**src/rtl/ps2_pkg.sv**
```systemverilog
// Shared definitions for the PS/2 host command sequencer.
//   - keyboard command bytes sent by the host
//   - keyboard response bytes recognised by the host
//   - controller state enumeration
package ps2_pkg;

  localparam logic [7:0] CMD_RESET    = 8'hFF;
  localparam logic [7:0] CMD_SET_LED  = 8'hED;

  localparam logic [7:0] RSP_ACK      = 8'hFA;
  localparam logic [7:0] RSP_RESEND   = 8'hFE;
  localparam logic [7:0] RSP_BAT_OK   = 8'hAA;
  localparam logic [7:0] RSP_BAT_FAIL = 8'hFC;

  typedef enum logic [3:0] {
    ST_RST_SEND,
    ST_RST_ACK,
    ST_BAT_WAIT,
    ST_IDLE,
    ST_LED_CMD,
    ST_LED_CMD_ACK,
    ST_LED_DATA,
    ST_LED_DATA_ACK,
    ST_FAULT
  } state_e;

endpackage

```
**src/rtl/ps2_timeout_timer.sv**
```systemverilog
// Response timeout counter.
//   clk     : system clock
//   reset   : asynchronous, active-high
//   clear   : force count to zero (wins over enable)
//   enable  : count one cycle
//   expired : count has reached TIMEOUT_CYCLES-1 while enabled
module ps2_timeout_timer #(
  parameter int unsigned TIMEOUT_CYCLES = 25_000_000
) (
  input  logic clk,
  input  logic reset,
  input  logic clear,
  input  logic enable,
  output logic expired
);

  localparam int unsigned CW = $clog2(TIMEOUT_CYCLES);
  localparam logic [CW-1:0] LAST = CW'(TIMEOUT_CYCLES - 1);

  logic [CW-1:0] count_q, count_d;

  // Wrap after the last count so an expiry overridden by a received byte
  // re-arms a full period instead of running off into a long wrap.
  always_comb begin
    count_d = count_q;
    if (clear)
      count_d = '0;
    else if (enable)
      count_d = (count_q == LAST) ? '0 : count_q + 1'b1;
  end

  always_ff @(posedge clk or posedge reset) begin
    if (reset) count_q <= '0;
    else       count_q <= count_d;
  end

  assign expired = enable && (count_q == LAST);

endmodule

```
**src/rtl/ps2_host_ctrl.sv**
```systemverilog
// PS/2 keyboard host command sequencer.
//   clk, reset          : system clock, asynchronous active-high reset
//   rx_done_tick/rx_data: received byte strobe and data
//   tx_idle             : transmitter can accept a byte
//   tx_start/tx_data    : registered transmit strobe and held byte
//   rx_en               : receiver enable (tx_idle & ~tx_start)
//   led_req/led_state   : requested / acknowledged LEDs {caps,num,scroll}
//   key_valid/key_code  : registered forwarded scan code strobe
//   init_done/fault     : sticky self-test pass / protocol failure flags
module ps2_host_ctrl
  import ps2_pkg::*;
#(
  parameter int unsigned TIMEOUT_CYCLES = 25_000_000,
  parameter int unsigned MAX_RETRY      = 3
) (
  input  logic       clk,
  input  logic       reset,
  input  logic       rx_done_tick,
  input  logic [7:0] rx_data,
  input  logic       tx_idle,
  output logic       tx_start,
  output logic [7:0] tx_data,
  output logic       rx_en,
  input  logic [2:0] led_req,
  output logic [2:0] led_state,
  output logic       key_valid,
  output logic [7:0] key_code,
  output logic       init_done,
  output logic       fault
);

  localparam int unsigned RW = (MAX_RETRY > 0) ? $clog2(MAX_RETRY + 1) : 1;
  localparam logic [RW-1:0] RETRY_MAX = RW'(MAX_RETRY);

  state_e        state_q, state_d;
  logic [RW-1:0] retry_q, retry_d;
  logic [2:0]    led_state_q, led_state_d;
  logic [2:0]    led_pend_q, led_pend_d;
  logic          force_led_q, force_led_d;
  logic          init_done_q, init_done_d;
  logic          fault_q, fault_d;
  logic          tx_start_q, tx_start_d;
  logic [7:0]    tx_data_q, tx_data_d;
  logic          key_valid_q, key_valid_d;
  logic [7:0]    key_code_q, key_code_d;

  logic   retry_evt;
  state_e resend_st;
  logic   wait_q, wait_d;
  logic   timer_clear, expired;

  function automatic logic is_wait(input state_e s);
    return (s == ST_RST_ACK) || (s == ST_BAT_WAIT) ||
           (s == ST_LED_CMD_ACK) || (s == ST_LED_DATA_ACK);
  endfunction

  assign wait_q      = is_wait(state_q);
  assign wait_d      = is_wait(state_d);
  assign timer_clear = wait_d && (state_d != state_q);

  ps2_timeout_timer #(
    .TIMEOUT_CYCLES(TIMEOUT_CYCLES)
  ) u_timer (
    .clk    (clk),
    .reset  (reset),
    .clear  (timer_clear),
    .enable (wait_q),
    .expired(expired)
  );

  always_comb begin
    state_d     = state_q;
    retry_d     = retry_q;
    led_state_d = led_state_q;
    led_pend_d  = led_pend_q;
    force_led_d = force_led_q;
    init_done_d = init_done_q;
    fault_d     = fault_q;
    tx_start_d  = 1'b0;
    tx_data_d   = tx_data_q;
    key_valid_d = 1'b0;
    key_code_d  = key_code_q;
    retry_evt   = 1'b0;
    resend_st   = ST_RST_SEND;

    case (state_q)
      ST_RST_SEND: if (tx_idle) begin
        tx_start_d = 1'b1;
        tx_data_d  = CMD_RESET;
        state_d    = ST_RST_ACK;
      end

      ST_RST_ACK: begin
        resend_st = ST_RST_SEND;
        if (rx_done_tick) begin
          if (rx_data == RSP_ACK) begin
            retry_d = '0;
            state_d = ST_BAT_WAIT;
          end else if (rx_data == RSP_RESEND) begin
            retry_evt = 1'b1;
          end
        end else if (expired) begin
          retry_evt = 1'b1;
        end
      end

      ST_BAT_WAIT: begin
        resend_st = ST_RST_SEND;
        if (rx_done_tick) begin
          if (rx_data == RSP_BAT_OK) begin
            init_done_d = 1'b1;
            state_d     = ST_IDLE;
          end else if (rx_data == RSP_BAT_FAIL) begin
            state_d = ST_FAULT;
          end
        end else if (expired) begin
          retry_evt = 1'b1;
        end
      end

      ST_IDLE: begin
        // A hot-plug self-test holds off the LED check for one cycle so the
        // cleared led_state and the force flag are both visible next cycle.
        if (rx_done_tick && rx_data == RSP_BAT_OK) begin
          led_state_d = '0;
          force_led_d = 1'b1;
        end else begin
          if (rx_done_tick && rx_data != RSP_ACK && rx_data != RSP_RESEND) begin
            key_valid_d = 1'b1;
            key_code_d  = rx_data;
          end
          if (force_led_q || led_req != led_state_q) begin
            led_pend_d  = led_req;
            force_led_d = 1'b0;
            state_d     = ST_LED_CMD;
          end
        end
      end

      ST_LED_CMD: if (tx_idle) begin
        tx_start_d = 1'b1;
        tx_data_d  = CMD_SET_LED;
        state_d    = ST_LED_CMD_ACK;
      end

      ST_LED_CMD_ACK: begin
        resend_st = ST_LED_CMD;
        if (rx_done_tick) begin
          if (rx_data == RSP_ACK) begin
            retry_d = '0;
            state_d = ST_LED_DATA;
          end else if (rx_data == RSP_RESEND) begin
            retry_evt = 1'b1;
          end
        end else if (expired) begin
          retry_evt = 1'b1;
        end
      end

      ST_LED_DATA: if (tx_idle) begin
        tx_start_d = 1'b1;
        tx_data_d  = {5'b0, led_pend_q};
        state_d    = ST_LED_DATA_ACK;
      end

      ST_LED_DATA_ACK: begin
        resend_st = ST_LED_DATA;
        if (rx_done_tick) begin
          if (rx_data == RSP_ACK) begin
            retry_d     = '0;
            led_state_d = led_pend_q;
            state_d     = ST_IDLE;
          end else if (rx_data == RSP_RESEND) begin
            retry_evt = 1'b1;
          end
        end else if (expired) begin
          retry_evt = 1'b1;
        end
      end

      ST_FAULT: if (rx_done_tick && rx_data != RSP_BAT_OK) begin
        key_valid_d = 1'b1;
        key_code_d  = rx_data;
      end

      default: state_d = ST_RST_SEND;
    endcase

    if (retry_evt) begin
      if (retry_q < RETRY_MAX) begin
        retry_d = retry_q + 1'b1;
        state_d = resend_st;
      end else begin
        state_d = ST_FAULT;
      end
    end

    if (state_d == ST_IDLE) retry_d = '0;
    if (state_d == ST_FAULT) fault_d = 1'b1;
  end

  always_ff @(posedge clk or posedge reset) begin
    if (reset) begin
      state_q     <= ST_RST_SEND;
      retry_q     <= '0;
      led_state_q <= '0;
      led_pend_q  <= '0;
      force_led_q <= 1'b0;
      init_done_q <= 1'b0;
      fault_q     <= 1'b0;
      tx_start_q  <= 1'b0;
      tx_data_q   <= '0;
      key_valid_q <= 1'b0;
      key_code_q  <= '0;
    end else begin
      state_q     <= state_d;
      retry_q     <= retry_d;
      led_state_q <= led_state_d;
      led_pend_q  <= led_pend_d;
      force_led_q <= force_led_d;
      init_done_q <= init_done_d;
      fault_q     <= fault_d;
      tx_start_q  <= tx_start_d;
      tx_data_q   <= tx_data_d;
      key_valid_q <= key_valid_d;
      key_code_q  <= key_code_d;
    end
  end

  assign tx_start  = tx_start_q;
  assign tx_data   = tx_data_q;
  assign rx_en     = tx_idle & ~tx_start_q & ~reset;
  assign led_state = led_state_q;
  assign key_valid = key_valid_q;
  assign key_code  = key_code_q;
  assign init_done = init_done_q;
  assign fault     = fault_q;

endmodule

```
**config.mk**
```make
export PLATFORM = sky130hd
export DESIGN_NAME = ps2_host_ctrl
export DESIGN_NICKNAME = d
export VERILOG_FILES = /design/src/rtl/ps2_pkg.sv /design/src/rtl/ps2_timeout_timer.sv /design/src/rtl/ps2_host_ctrl.sv
export SDC_FILE = /design/constraint.sdc
export NUM_CORES = 1
export LEC_CHECK = 0
export CORE_MARGIN = 2
export CORE_UTILIZATION = 55
export DETAILED_ROUTE_END_ITERATION = 6
export PLACE_DENSITY = 0.83
export REMOVE_ABC_BUFFERS = 1
export SLEW_MARGIN = 0
export SYNTH_ARGS = -nofsm -noshare
export SYNTH_HDL_FRONTEND = slang
export SYNTH_HIERARCHICAL = 1
export SYNTH_SLANG_ARGS = --single-unit
```
**constraint.sdc**
```tcl
create_clock -name clk -period 5.2 [get_ports clk]
set_clock_uncertainty 0.2 [all_clocks]
set_input_delay 1.3 -clock clk [delete_from_list [all_inputs] [get_ports clk]]
set_output_delay 1.3 -clock clk [all_outputs]
set_load 0.01 [all_outputs]
```
==> flow_summary.toml, run 1 <==
[worst_setup_path]
slowest_delay_ns = 0.52
required_ns = 5.20
worst_path_max_delay_cell = "clkdlybuf4s50_1"
cp_cell_sequence = "clkdlybuf4s50_1, nand4_1, o31ai_1, and2_1, mux2_2, a21oi_1, o31ai_1, buf_4, o2111ai_1, nor2_1, and3_1, xnor2_1, nor2_1"
cp.arrival_ns = 4.61
start_kind = "input port"
criticalPathCategory = "in -> reg"
worstPathMaxFanout = 8
crit_family = "compound AO/OA/AOI/OAI gates"
end_kind = "flip-flop"
crit_buf_inv = 2

[synthesis]
ys_warn_count = 6
syn-cell-area_sq_um = 2990
synth_common_cells = "dfrtp_1 (55), nor2_1 (45), nand2_1 (23)"
synth_top_area_share_pct = 46.0
ys_seq_area_share_pct = 46.0
syn_inst = 301
synth_edf_count = 0
netlist_top_cells_area = "dfrtp_1 (46%), nor2_1 (5.7%), mux2_2 (5.3%)"
synth_area_per_cell_sq_um = 9.93
synth_top_cell_by_area = "dfrtp_1"
synth-seq-cells = 55
synth_ff_type = "dfrtp_1"
ys_types = 59
ys_async_sr_fraction_pct = 100
yosysMostFrequentCell = "dfrtp_1"

[clocking]
ctsHoldBuffers = 0
cts-root-buf = "clkbuf_8"
cts_inserted_buffers = 5
cts_setup_buffers = 0
cts_tree = "yes"
post_cts_resized = 0
clockBufferDepth = 2
cts.htree.levels = 2
cts_sinks = 55
path_clk_slew_ns = 0.10
clock_latency_ns = 0.31

[floorplanning]
fp.dieH_um = 77.7
die_x_um = 77.7
dieArea_sq_um = 6040
coreArea_sq_um = 5170
initial_utilization_pct = 57.8
io_pins = 39
fp-row-count = 26

[power]
leakagePower_nw = 1.49
ir_worst_vdd_mv = 0.228
powerDensity_nw_per_um2 = 395

[placed_design]
port_buffers = 38
pre_cts_ws_ns = 0.356
placed_area_sq_um = 3420
hpwlAfterDp_um = 4850
gp_congestion = 0.864

[route]
ant_nets = 0
via_per_inst = 5.87
dr.pass1.iters = 4
vias = 2406
drt_iter0_markers = 339
drc = 0
routed_wl_um = 6700
wl_per_cell_um = 16.3

[sta]
setup_ws_ns = 0.590
max_slew_margin_pct = 24.8
fin_tns_setup_ns = 0
whs_ns = 0.284
drv_slew = 0
fin_crit_ns = 4.61
fmax_ghz = 0.217
finalCritPeriodShare_pct = 88.7
worst_pin_slew_ns = 1.13
setup_violations = 0
timing.final.hold_violations = 0
rsz0062_at_grt = "false"

[grt]
grt_overflow = 0
grt_antenna_before_repair = 0
grt_pass1_vias = 2315
grt_pass1_wl_um = 11300
grt_max_degree = 31
grtUsageTotal_pct = 23.5

[finish]
synthToLayoutAreaGrowth_pct = 18.8
fin_nets = 356
fin_area_sq_um = 3550
diodes = 0
fillers = 375
final_layout_size_suffix_gt1_share_pct = 11.8
finalCoreUtilization_pct = 68.6

[run]
maxCapViolations = 0

[run_status]
status = "complete, no violations"

[hold_path]
hp-class = "reg -> reg"
==> final cells by class <==
cell class	instances	area, sq um	area share, %
inverters	11	41.3	1.16
repair buffers	42	410	11.6
well taps	70	87.6	2.47
multi-input cells	224	1500	42.3
clock inverters	2	60.1	1.69
flip-flops and latches	55	1380	38.8
clock buffers	6	72.6	2.04
==> stage by stage <==
| stage | total power, mW | cells |
|---|---|---|
| after floorplan | 0.854 | 290 |
| final | 1.40 | 410 |
| after CTS | 1.40 | 410 |
| after global routing | 1.49 | 410 |
| after detailed placement | 1.07 | 402 |
| after global placement | 1.05 | 402 |
==> cells in the final DEF (no fill, tap or decap), drive strengths merged, types with 3 or more instances in the layout <==
master	count
dfrtp	55
nor2	45
clkdlybuf4s50	38
nand2	23
nand4	15
mux2	14
xor2	14
inv	11
nand3	10
xnor2	10
a21oi	9
nand2b	7
nor4	7
clkbuf	6
o21ai	5
and3	5
or2	5
a31oi	4
buf	4
nor3	4
and2	3
o22a	3
nand3b	3
o31ai	3
nor3b	3
==> flip-flops by register name, indices dropped and copies added (netlist names) <==
signal	count
u_timer/count_q	25
key_code	8
tx_data	5
state_q	4
led_pend_q	3
led_state	3
retry_q	2
fault	1
force_led_q	1
init_done	1
key_valid	1
tx_start	1
==> power by group <==
group | leakage, nW | internal (mW) | switching, mW | total (mW)
Sequential | 0.717 | 0.510 | 0.0795 | 0.590
Combinational | 0.705 | 0.243 | 0.237 | 0.480
Clock | 0.0654 | 0.192 | 0.141 | 0.333
Total | 1.49 | 0.946 | 0.457 | 1.40
==> cells by family (layout without fill, tap and decap cells) <==
| kind of cell | after synthesis | count (layout) | share of synthesized area (%) |
|---|---|---|---|
| buffers and inverters | 22 | 61 | 3.73 |
| xor gates and xnor gates | 24 | 24 | 7.03 |
| DFF | 55 | 55 | 46.0 |
| AOI/OAI and AO/OA | 42 | 42 | 10.7 |
| adders and majority gates | 2 | 2 | 0.837 |
| and+or+nand+nor | 142 | 142 | 26.4 |
| muxes | 14 | 14 | 5.27 |
==> worst paths after layout <==
| check | from | end | slack (ns) | cells past startpoint |
|---|---|---|---|---|
| min in group asynchronous | reset | u_timer/count_q[24]$_DFFE_PP0P_ | 1.35 | 2 |
| worst max-delay path | rx_data[5] | u_timer/count_q[9]$_DFFE_PP0P_ | 0.59 | 13 |
| worst min register to register | fault$_DFFE_PP0N_ | fault$_DFFE_PP0N_ | 0.28 | 1 |
| max in group asynchronous | reset | retry_q[1]$_DFF_PP0_ | 2.70 | 2 |
| worst max register to register | u_timer/count_q[6]$_DFFE_PP0P_ | u_timer/count_q[9]$_DFFE_PP0P_ | 0.90 | 15 |
| worst min-delay path | fault$_DFFE_PP0N_ | fault$_DFFE_PP0N_ | 0.28 | 1 |
==> metal layers <==
layer | routed length (um) | GRT usage, % | up-vias
met5 | 0 | 0 | -
met4 | 58 | 6.07 | 0
met3 | 474 | 4.88 | 5
met2 | 3070 | 36.6 | 91
met1 | 3090 | 33.8 | 1164
li1 | - | - | 1146
Power figures use the tool's default switching activity.
==> run 2: changes to the inputs <==
- CORE_UTILIZATION: 55 -> 59
- PLACE_DENSITY: 0.83 -> 0.88
- clock period: 5.2 -> 5.7 ns (I/O delays scaled with it)
==> flow_summary.toml, run 2 (synthesis gave the netlist of run 1 again) <==
[power]
leakagePower_nw = 1.46
powerDensity_nw_per_um2 = 347
ir_worst_vdd_mv = 0.301

[worst_setup_path]
reg2reg_slack_ns = 0.68
start_kind = "flip-flop"
required_ns = 5.69
end_kind = "flip-flop"
reg2regPathDepth = 15
cp.arrival_ns = 5.02
worstPathMaxFanout = 13
criticalPathCategory = "reg -> reg"
r2r_end = "u_timer/count_q[17]$_DFFE_PP0P_"
rr_startpoint = "state_q[2]$_DFF_PP0_"

[finish]
fin_nets = 353
final_layout_size_suffix_gt1_share_pct = 11.3
ff_latch_area_sq_um = 1380
top_register = "u_timer/count_q"
finalCoreUtilization_pct = 72.7
synthToLayoutAreaGrowth_pct = 17.2
instances_no_fill = 404
fillers = 356
largest_register_ffs = 25
multi_input_area_sq_um = 1500
final_cell_mix = "dfrtp_1 (55), nor2_1 (45), clkdlybuf4s50_1 (38), nand2_1 (23)"
diodes = 0
final_common_cell = "dfrtp_1"

[clocking]
cts_inserted_buffers = 5
clockBufferDepth = 2
cts-root-buf = "clkbuf_8"
cts.htree.levels = 2
clock_latency_ns = 0.31
path_clk_slew_ns = 0.10
post_cts_resized = 0
cts_tree = "yes"
ctsHoldBuffers = 0
cts_setup_buffers = 0
cts_sinks = 55

[route]
vias = 2377
via_per_inst = 5.88
dr.pass1.iters = 4
drc = 0
routed_wl_um = 6280
wl_per_cell_um = 15.6
drt_iter0_markers = 228
ant_nets = 0

[hold_path]
min-delay-start = "fault$_DFFE_PP0N_"
whs_endpoint = "fault$_DFFE_PP0N_"
hp-class = "reg -> reg"
whs_path_depth = 1

[sta]
rsz0062_at_grt = "false"
fmax_ghz = 0.199
finalCritPeriodShare_pct = 88.1
drv_slew = 0
worst_pin_slew_ns = 1.09
fin_crit_ns = 5.02
fin_tns_setup_ns = 0
max_slew_margin_pct = 26.9
whs_ns = 0.284
timing.final.hold_violations = 0
setup_violations = 0

[run_status]
status = "complete, no violations"

[floorplanning]
die_x_um = 75.2
io_pins = 39
dieArea_sq_um = 5650
fp.dieH_um = 75.2
fp-row-count = 25
initial_utilization_pct = 62.1
coreArea_sq_um = 4820

[grt]
grt_overflow = 0
grt_pass1_vias = 2330
grt_pass1_wl_um = 11000
grt_max_degree = 31
grtUsageTotal_pct = 25.2
grt_antenna_before_repair = 0

[placed_design]
port_buffers = 38
post-place-cells = 396
hpwlAfterDp_um = 4600
gp_congestion = 0.847

[run]
maxCapViolations = 0
[run 2: worst max-delay path, stage by stage (launching register included)]
cell	delay, ns
dfrtp_1	0.67
and2b_1	0.33
xnor2_1	0.15
nor2_1	0.54
and3_1	0.34
o21ai_0	0.10
o2bb2ai_1	0.23
and2_1	0.29
nor2_1	0.07
o22a_1	0.24
o31ai_1	0.64
o2111ai_1	0.39
or2_2	0.40
nor2_1	0.14
xnor2_1	0.13
nor2_1	0.06
[run 2: cell type report]
cell class | count | area share (%)
Multi-Input combinational cell | 224 | 42.9
Sequential cell | 55 | 39.3
Timing Repair Buffer | 39 | 11.1
Tap cell | 67 | 2.39
Clock buffer | 5 | 1.96
Clock inverter | 3 | 1.25
Inverter | 11 | 1.18
[run 2: how the worst max path moves through the flow]
stage / startpoint / endpoint / depth (start not counted)
6_report: state_q[2]$_DFF_PP0_ / u_timer/count_q[17]$_DFFE_PP0P_ / 15
5_1_grt: state_q[2]$_DFF_PP0_ / u_timer/count_q[17]$_DFFE_PP0P_ / 15
4_1_cts: rx_data[6] / u_timer/count_q[17]$_DFFE_PP0P_ / 12
3_5_place_dp: rx_data[7] / u_timer/count_q[17]$_DFFE_PP0P_ / 12
3_3_place_gp: rx_data[5] / u_timer/count_q[17]$_DFFE_PP0P_ / 12
2_1_floorplan: rx_data[0] / u_timer/count_q[17]$_DFFE_PP0P_ / 11
[run 2: through the flow]
| step | cell area, sq um | total power [mW] | worst slack, ns |
|---|---|---|---|
| 2_1_floorplan | 2920 | 0.779 | 1.41 |
| 3_3_place_gp | 3390 | 0.946 | 0.527 |
| 3_5_place_dp | 3390 | 0.963 | 0.466 |
| 4_1_cts | 3500 | 1.22 | 0.757 |
| 5_1_grt | 3500 | 1.29 | 0.296 |
| 6_report | 3500 | 1.21 | 0.678 |
[run 2: report_power, final]
group | total [mW] | internal [mW] | switching (mW)
Sequential | 0.550 | 0.465 | 0.0841
Combinational | 0.410 | 0.210 | 0.199
Clock | 0.255 | 0.131 | 0.124
[run 2: per-layer routing]
| layer | GRT usage (%) | routed length (um) |
|---|---|---|
| met4 | 6.82 | 125 |
| met5 | 0 | 0 |
| met2 | 41.0 | 3100 |
| met1 | 35.0 | 2700 |
| met3 | 4.82 | 361 |
==> run 3: changes to the inputs <==
- MAX_ROUTING_LAYER: default -> met4
==> flow_summary.toml, run 3 (synthesis gave the netlist of run 1 again) <==
[placed_design]
hpwlAfterDp_um = 4600
gp_congestion = 0.860
port_buffers = 38

[finish]
diodes = 0
final_layout_size_suffix_gt1_share_pct = 11.3
top_register = "u_timer/count_q"
synthToLayoutAreaGrowth_pct = 17.2
largest_register_ffs = 25
fillers = 356
fin_nets = 353
final_common_cell = "dfrtp_1"
final_cell_mix = "dfrtp_1 (55), nor2_1 (45), clkdlybuf4s50_1 (38), nand2_1 (23)"

[sta]
finalCritPeriodShare_pct = 88.0
worst_pin_slew_ns = 1.10
max_slew_margin_pct = 26.6
drv_slew = 0
rsz0062_at_grt = "false"
fin_tns_setup_ns = 0
setup_violations = 0
fmax_ghz = 0.199
whs_ns = 0.284
timing.final.hold_violations = 0
fin_crit_ns = 5.02

[grt]
grt_max_degree = 31
grt_overflow = 0
grt_pass1_wl_um = 11000
grt_antenna_before_repair = 0
grt_pass1_vias = 2326
grtUsageTotal_pct = 26.0

[worst_setup_path]
required_ns = 5.69
cp_cell_sequence = "and2b_1, xnor2_1, nor2_1, and3_1, o21ai_0, o2bb2ai_1, and2_1, nor2_1, o22a_1, o31ai_1, o2111ai_1, or2_2, nor2_1, xnor2_1, nor2_1"
start_kind = "flip-flop"
end_kind = "flip-flop"
crit_top_cell = "nor2_1"
worst_path_max_delay_cell = "dfrtp_1"
slowest_delay_ns = 0.67
cp.arrival_ns = 5.01
worstPathMaxFanout = 13
rr_startpoint = "state_q[2]$_DFF_PP0_"
reg2regPathDepth = 15
criticalPathCategory = "reg -> reg"
reg2reg_slack_ns = 0.68
r2r_end = "u_timer/count_q[17]$_DFFE_PP0P_"

[run]
maxCapViolations = 0

[floorplanning]
coreArea_sq_um = 4820
io_pins = 39
dieArea_sq_um = 5650
fp-row-count = 25
initial_utilization_pct = 62.1
fp.dieH_um = 75.2
die_x_um = 75.2

[clocking]
cts_tree = "yes"
cts_inserted_buffers = 5
cts_sinks = 55
post_cts_resized = 0
path_clk_slew_ns = 0.10
cts_setup_buffers = 0
clock_latency_ns = 0.30
cts.htree.levels = 2
cts-root-buf = "clkbuf_8"
ctsHoldBuffers = 0
clockBufferDepth = 2

[route]
drc = 0
ant_nets = 0
dr.pass1.iters = 4
routed_wl_um = 6290
via_per_inst = 5.91
drt_iter0_markers = 245
wl_per_cell_um = 15.6
vias = 2386

[power]
leakagePower_nw = 1.46
ir_worst_vdd_mv = 0.300
powerDensity_nw_per_um2 = 346

[hold_path]
whs_path_depth = 1
hp-class = "reg -> reg"
min-delay-start = "fault$_DFFE_PP0N_"
whs_endpoint = "fault$_DFFE_PP0N_"

[run_status]
status = "complete, no violations"
-- run 3: cell counts in the layout (fill, tap and decap cells not counted) --
No cell type changed its count.
-- run 3: how the worst max path moves through the flow --
stage                                    start                               to  slack, ns  cells past startpoint
after detailed placement            rx_data[7]  u_timer/count_q[17]$_DFFE_PP0P_       0.47                     12
final                     state_q[2]$_DFF_PP0_  u_timer/count_q[17]$_DFFE_PP0P_       0.68                     15
after floorplan                     rx_data[0]  u_timer/count_q[17]$_DFFE_PP0P_       1.41                     11
after CTS                           rx_data[6]  u_timer/count_q[17]$_DFFE_PP0P_       0.76                     12
after global placement              rx_data[5]  u_timer/count_q[17]$_DFFE_PP0P_       0.53                     12
after global routing      state_q[2]$_DFF_PP0_  u_timer/count_q[17]$_DFFE_PP0P_       0.29                     15
-- run 3: report_power, final --
group          leakage (nW)  internal (mW)  switching [mW]
Combinational         0.690          0.210           0.199
Sequential            0.717          0.465          0.0844
Clock                0.0581          0.131           0.122
Total                  1.46          0.807           0.406
-- run 3: area by class of cell --
cell class | count | area [sq um] | area share [%]
clock inverter | 3 | 43.8 | 1.25
multi-input combinational | 224 | 1500 | 42.9
tap | 67 | 83.8 | 2.39
sequential | 55 | 1380 | 39.3
inverter | 11 | 41.3 | 1.18
timing repair buffer | 39 | 388 | 11.1
clock buffer | 5 | 68.8 | 1.96
-- run 3: through the flow --
stage	utilization, %	cell area (sq um)	setup slack, ns	cells	power, mW
5_1_grt	72.7	3500	0.288	404	1.29
2_1_floorplan	-	2920	1.41	290	0.779
6_report	72.7	3500	0.681	404	1.21
3_5_place_dp	70.4	3390	0.466	396	0.963
4_1_cts	72.7	3500	0.757	404	1.22
3_3_place_gp	70.4	3390	0.527	396	0.946
-- run 3: critical path: cells and delay by family (launching register included) --
kind                      cells  cell delay [ns]
AOI/OAI and AO/OA             5             1.60
xor gates and xnor gates      2             0.28
and+or+nand+nor               8             2.15
DFF                           1             0.67
-- run 3: routing by layer --
layer | GRT usage, % | vias to the layer above | share of wire, %
met3 | 4.82 | 19 | 5.9
met5 | - | - | 0
met2 | 40.9 | 89 | 49
met1 | 35.1 | 1138 | 43
li1 | - | 1140 | -
met4 | 6.82 | 0 | 2.3
